===== config.mk =====
export PLATFORM = sky130hd
export DESIGN_NAME = nios_system_sysid_ext
export DESIGN_NICKNAME = d
export VERILOG_FILES = /design/src/rtl/nios_system_sysid_pkg.sv /design/src/rtl/nios_system_sysid_uptime.sv /design/src/rtl/nios_system_sysid_ext.sv
export SDC_FILE = /design/constraint.sdc
export NUM_CORES = 1
export LEC_CHECK = 0
export ABC_AREA = 1
export CORE_ASPECT_RATIO = 0.8
export CORE_UTILIZATION = 50
export DETAILED_ROUTE_END_ITERATION = 16
export PLACE_DENSITY_LB_ADDON = 0.25
export SYNTH_ARGS = -nofsm -noshare
export SYNTH_HDL_FRONTEND = slang
export SYNTH_SLANG_ARGS = --single-unit

===== constraint.sdc =====
create_clock -name clock -period 10.9 [get_ports clock]
set_input_delay 3.27 -clock clock [delete_from_list [all_inputs] [get_ports clock]]
set_output_delay 3.27 -clock clock [all_outputs]
set_load 0.05 [all_outputs]

===== src/rtl/nios_system_sysid_pkg.sv =====
// Shared register map, CTRL bit positions and CAPS layout for the extended sysid slave.
package nios_system_sysid_pkg;

    localparam logic [31:0] OFF_ID        = 32'd0;
    localparam logic [31:0] OFF_TIMESTAMP = 32'd1;
    localparam logic [31:0] OFF_CAPS      = 32'd2;
    localparam logic [31:0] OFF_UPTIME_LO = 32'd3;
    localparam logic [31:0] OFF_UPTIME_HI = 32'd4;
    localparam logic [31:0] OFF_CTRL      = 32'd5;
    localparam logic [31:0] OFF_SCRATCH0  = 32'd6;

    localparam int unsigned CTRL_CLEAR  = 0;
    localparam int unsigned CTRL_FREEZE = 1;

    localparam int unsigned CAPS_REV_LSB  = 0;
    localparam int unsigned CAPS_NSCR_LSB = 8;

    function automatic logic [31:0] caps_word(input logic [7:0] rev, input logic [7:0] nscr);
        return (32'(nscr) << CAPS_NSCR_LSB) | (32'(rev) << CAPS_REV_LSB);
    endfunction

    function automatic logic [31:0] lane_mask(input logic [3:0] be);
        return {{8{be[3]}}, {8{be[2]}}, {8{be[1]}}, {8{be[0]}}};
    endfunction

endpackage


===== src/rtl/nios_system_sysid_uptime.sv =====
// Prescaled 64-bit free-running uptime counter with clear and freeze controls.
module nios_system_sysid_uptime #(
    parameter int unsigned PRESCALE = 1
) (
    input  logic        clock,
    input  logic        reset,
    input  logic        clear,
    input  logic        freeze,
    output logic [63:0] count
);

    localparam int unsigned PW = (PRESCALE > 1) ? $clog2(PRESCALE) : 1;
    localparam logic [PW-1:0] PS_LAST = PW'(PRESCALE - 1);

    logic [PW-1:0] prescale_q;
    logic [63:0]   count_q;

    // clear outranks freeze, freeze outranks the tick
    always_ff @(posedge clock or posedge reset) begin
        if (reset) begin
            prescale_q <= '0;
            count_q    <= '0;
        end else if (clear) begin
            prescale_q <= '0;
            count_q    <= '0;
        end else if (!freeze) begin
            if (prescale_q == PS_LAST) begin
                prescale_q <= '0;
                count_q    <= count_q + 64'd1;
            end else begin
                prescale_q <= prescale_q + 1'b1;
            end
        end
    end

    assign count = count_q;

endmodule


===== src/rtl/nios_system_sysid_ext.sv =====
// Extended system-ID Avalon-MM slave: ID/timestamp/caps, uptime with lo/hi snapshot,
// CTRL and byte-maskable scratch registers; fixed one-cycle read latency.
module nios_system_sysid_ext
    import nios_system_sysid_pkg::*;
#(
    parameter logic [31:0] ID_VALUE     = 32'h8888_8888,
    parameter logic [31:0] TIMESTAMP    = 32'd0,
    parameter logic [7:0]  HW_REV       = 8'd2,
    parameter int unsigned NUM_SCRATCH  = 4,
    parameter logic [31:0] SCRATCH_INIT = 32'h0,
    parameter int unsigned PRESCALE     = 1,
    parameter int unsigned ADDR_W       = 4
) (
    input  logic              clock,
    input  logic              reset,
    input  logic [ADDR_W-1:0] address,
    input  logic              read,
    input  logic              write,
    input  logic [3:0]        byteenable,
    input  logic [31:0]       writedata,
    output logic [31:0]       readdata,
    output logic              readdatavalid
);

    localparam int unsigned NS_ALLOC = (NUM_SCRATCH > 0) ? NUM_SCRATCH : 1;
    localparam logic [31:0] NS_WORD  = NUM_SCRATCH;
    localparam logic [31:0] CAPS     = caps_word(HW_REV, NS_WORD[7:0]);

    if (ADDR_W < 3 || ADDR_W > 31) begin : g_bad_addr_w
        $fatal(1, "ADDR_W must be in 3..31");
    end
    if (NUM_SCRATCH > (2 ** ADDR_W) - 6) begin : g_bad_num_scratch
        $fatal(1, "NUM_SCRATCH exceeds the address space");
    end
    if (PRESCALE < 1) begin : g_bad_prescale
        $fatal(1, "PRESCALE must be at least 1");
    end

    logic [31:0] addr_w;
    logic [31:0] scr_off;
    logic        is_scr;
    logic        ctrl_wr;
    logic        ctrl_clear;
    logic        ctrl_freeze;
    logic [63:0] uptime;
    logic [31:0] shadow;
    logic [31:0] rd_mux;
    logic [31:0] scratch [NS_ALLOC];

    assign addr_w  = 32'(address);
    assign scr_off = addr_w - OFF_SCRATCH0;
    assign is_scr  = (addr_w >= OFF_SCRATCH0) && (addr_w < OFF_SCRATCH0 + NUM_SCRATCH);

    // CTRL bits live in byte lane 0, so that lane gates the whole register
    assign ctrl_wr    = write && (addr_w == OFF_CTRL) && byteenable[0];
    assign ctrl_clear = ctrl_wr && writedata[CTRL_CLEAR];

    nios_system_sysid_uptime #(
        .PRESCALE (PRESCALE)
    ) u_uptime (
        .clock  (clock),
        .reset  (reset),
        .clear  (ctrl_clear),
        .freeze (ctrl_freeze),
        .count  (uptime)
    );

    always_ff @(posedge clock or posedge reset) begin
        if (reset) begin
            ctrl_freeze <= 1'b0;
        end else if (ctrl_wr) begin
            ctrl_freeze <= writedata[CTRL_FREEZE];
        end
    end

    always_ff @(posedge clock or posedge reset) begin
        if (reset) begin
            for (int unsigned i = 0; i < NS_ALLOC; i++) begin
                scratch[i] <= SCRATCH_INIT;
            end
        end else if (write && is_scr) begin
            for (int unsigned i = 0; i < NUM_SCRATCH; i++) begin
                if (scr_off == i) begin
                    scratch[i] <= (scratch[i] & ~lane_mask(byteenable))
                                | (writedata & lane_mask(byteenable));
                end
            end
        end
    end

    // hi half captured from the same pre-edge count the lo read returns
    always_ff @(posedge clock or posedge reset) begin
        if (reset) begin
            shadow <= '0;
        end else if (read && (addr_w == OFF_UPTIME_LO)) begin
            shadow <= uptime[63:32];
        end
    end

    always_comb begin
        rd_mux = '0;
        case (addr_w)
            OFF_ID:        rd_mux = ID_VALUE;
            OFF_TIMESTAMP: rd_mux = TIMESTAMP;
            OFF_CAPS:      rd_mux = CAPS;
            OFF_UPTIME_LO: rd_mux = uptime[31:0];
            OFF_UPTIME_HI: rd_mux = shadow;
            OFF_CTRL:      rd_mux[CTRL_FREEZE] = ctrl_freeze;
            default: begin
                for (int unsigned i = 0; i < NUM_SCRATCH; i++) begin
                    if (is_scr && (scr_off == i)) begin
                        rd_mux = scratch[i];
                    end
                end
            end
        endcase
    end

    always_ff @(posedge clock or posedge reset) begin
        if (reset) begin
            readdata      <= '0;
            readdatavalid <= 1'b0;
        end else begin
            readdatavalid <= read;
            if (read) begin
                readdata <= rd_mux;
            end
        end
    end

endmodule


==> run metrics <==
result of the run=finished clean; Max-slew headroom=0.222; Post-Synthesis Cells=1818; Net Count, Synth=roughly 1900; final hold vios=0; Clock Skew=0.0192 ns; worst path arrival time=6.50 ns; setup bufs post-CTS=0; setup slack after placement=roughly 4.4 ns; sequential cell area=6460 um^2; EDFF count, synth=0; capturing element type of the critical path=flip-flop; placer's final routability congestion estimate=0.993; final net count=1908; combined area of all synthesized cells=between 10000 and 15000 um^2; Max stage delay cell, worst path=sky130_fd_sc_hd__nor2_4; Initial Util=0.515; endpoints failing setup=0; Avg Vias per Cell=5.60; Syn-to-layout area delta=12.8%; P_leak=around 7 nW; Vias=~13000; ports placed on the boundary=77; top-area cell type share of the netlist area=0.470; die height=150 um; max-slew violation total from the final report=0; crit path max fanout=34; Highest Clock Rate=165 MHz; leftover overflow at the end of global routing=0; worst hold path type=flip-flop to flip-flop; CTS Root Cell=sky130_fd_sc_hd__clkbuf_16; setup repair after global routing missed its margin=false; Die Span X=approximately 190 um; initial antenna violation count=0; final sum of negative setup slack=0 ns; total die area=28100 um^2; Yosys warning total=0; share of layout cells above drive strength 1=0.0681; Yosys top cell by area=sky130_fd_sc_hd__dfrtp_1; Final min period=6.06 ns; share of the yosys chip area belonging to registers=0.470; largest net degree at the start of global routing=113; count of antenna diodes in the layout=0; DP HPWL=29.2 mm; worst-margin pin slew=about 1.2 ns; Fillers=between 2000 and 2500; setup ws final=4.84 ns; Worst Setup Path Type=input pin to flip-flop; maximum vdd drop=0.000108 V; clock tree sinks=258; cell family with most CP delay=simple AND/OR/NAND/NOR gates; routed length per placed instance=18.1 um; total global routing track utilization=0.293; Critical Path Source Type=input pin; count of instances resized after the clock tree is built=0; Clk Latency, worst-skew pair=0.55 ns; required time of the critical path=11.34 ns; TritonCTS clock tree=built; CP cell instances=clkdlybuf4s50_1, ha_1, inv_1, ha_1, inv_1, nor2_4, nand3_1, nor2_4, nand3_1, o21ai_0; flip-flop cell with the highest count after synthesis=sky130_fd_sc_hd__dfrtp_1; Antenna Violating Nets Remaining=0; most frequent standard cell in the layout excluding fill and tap cells=sky130_fd_sc_hd__nand2_1; per-instance average area after synthesis=7.55 um^2; clock-pin slew reported for the worst setup and hold paths after clock tree synthesis=0.06 ns; placeable core region=26700 um^2; routed wire length=40.6 mm; total buffers and inverters traversed by the critical path=3; count of max-cap constraint violations=0; DRC violation count after routing=0; ranking of synthesized cells by area=sky130_fd_sc_hd__dfrtp_1 47%, sky130_fd_sc_hd__nand2_1 12%, sky130_fd_sc_hd__nand3_1 7.0%; combined area of the multi-input logic cells=6100 um^2; share of async-settable or async-resettable flops after synthesis=1.00; Power Density=approximately 150 nW/um^2; count of hold-fix buffers inserted at cts=0; number of iterations in the first detailed-routing pass=5; detailed router's first-iteration violation count=around 1400; clock buffer depth=3; share of the clock period used by the worst path after layout=0.556; num rows=53; vias in the first global route=11443; global-route wire length before repair=64.0 mm; number of unique standard cell types used by synthesis=40; number of register bits inferred by synthesis=258; number of port buffers=76; top library cells by usage in the layout, fill and taps aside=454 x sky130_fd_sc_hd__nand2_1, 258 x sky130_fd_sc_hd__dfrtp_1, 228 x sky130_fd_sc_hd__nor2_1, 197 x sky130_fd_sc_hd__inv_1, 191 x sky130_fd_sc_hd__nand3_1; total CTS buffers=27; maximum level of the CTS H-tree=1; CP peak stage delay=between 0.7 and 0.8 ns
routing by layer:
metal	global-route usage	share of wire
met5	0	0
met2	0.419	0.41
met3	0.0580	0.089
met4	0.0828	0.023
met1	0.447	0.47
final cells by class:
type / instances / area share
tap: 357 / 0.0288
multi-input combinational: 1287 / 0.394
sequential: 258 / 0.417
clock inverter: 8 / 0.00630
inverter: 202 / 0.0497
timing repair buffer: 84 / 0.0530
clock buffer: 40 / 0.0519
kinds of logic (layout without fill, tap and decap cells):
group                    after synthesis  in the layout  synth area share
AO/OA/AOI/OAI                        287            287             0.118
XOR/XNOR                               5              5           0.00319
adder cells (fa/ha/maj)                4              4           0.00364
buffers and inverters                273            334            0.0860
flip-flops                           258            258             0.470
multiplexers                           5              5           0.00410
AND/OR/NAND/NOR                      986            986             0.315
stage by stage:
| step | hold slack, ns | util | total power, mW | cells | area, um^2 |
|---|---|---|---|---|---|
| 2_1_floorplan | 0.453 | - | 1.35 | 1818 | 13700 |
| 3_3_place_gp | 0.464 | 0.547 | 1.45 | 2188 | 14600 |
| 3_5_place_dp | 0.468 | 0.547 | 1.46 | 2188 | 14600 |
| 4_1_cts | 0.483 | 0.581 | 2.40 | 2236 | 15500 |
| 5_1_grt | 0.496 | 0.581 | 2.49 | 2236 | 15500 |
| 6_report | 0.485 | 0.581 | 2.39 | 2236 | 15500 |
cell usage after synthesis, types with 5 or more instances:
master / instances
sky130_fd_sc_hd__nor2_1: 229
sky130_fd_sc_hd__nor3_1: 20
sky130_fd_sc_hd__o21ai_2: 16
sky130_fd_sc_hd__xor2_1: 5
sky130_fd_sc_hd__mux2_1: 5
sky130_fd_sc_hd__buf_1: 8
sky130_fd_sc_hd__buf_2: 28
sky130_fd_sc_hd__o21ai_1: 100
sky130_fd_sc_hd__buf_6: 15
sky130_fd_sc_hd__nand2_1: 454
sky130_fd_sc_hd__clkbuf_1: 19
sky130_fd_sc_hd__nand4_1: 32
sky130_fd_sc_hd__dfrtp_1: 258
sky130_fd_sc_hd__nand2_4: 10
sky130_fd_sc_hd__a221oi_1: 19
sky130_fd_sc_hd__nor2_4: 9
sky130_fd_sc_hd__o21ai_0: 87
sky130_fd_sc_hd__nor2_2: 22
sky130_fd_sc_hd__a21oi_1: 48
sky130_fd_sc_hd__inv_1: 198
sky130_fd_sc_hd__a211oi_1: 9
sky130_fd_sc_hd__nand2_2: 10
sky130_fd_sc_hd__nand3_1: 191
worst paths after layout:
kind | start | endpoint | slack, ns | cells after the start
worst min-delay path | flip-flop | flip-flop | 0.49 | 2
worst min register to register | flip-flop | flip-flop | 0.49 | 2
worst max-delay path | address[1] | flip-flop | 4.84 | 10
worst max register to register | u_uptime.count[1] | u_uptime.count[34] | 8.39 | 10
max in group asynchronous | reset | async pin | 6.14 | 3
min in group asynchronous | reset | async pin | 3.27 | 2
power breakdown:
group	internal [mW]	switching, mW	total (mW)
combinational	0.104	0.217	0.321
clock	0.556	0.387	0.943
sequential	1.05	0.0824	1.13
worst min-delay path: cells and delay by family, from the launching register on:
kind,cells,cell delay [ns]
flops,1,0.34
simple gates,1,0.06
compound gates,1,0.05
(Power assumes the default switching activity.)
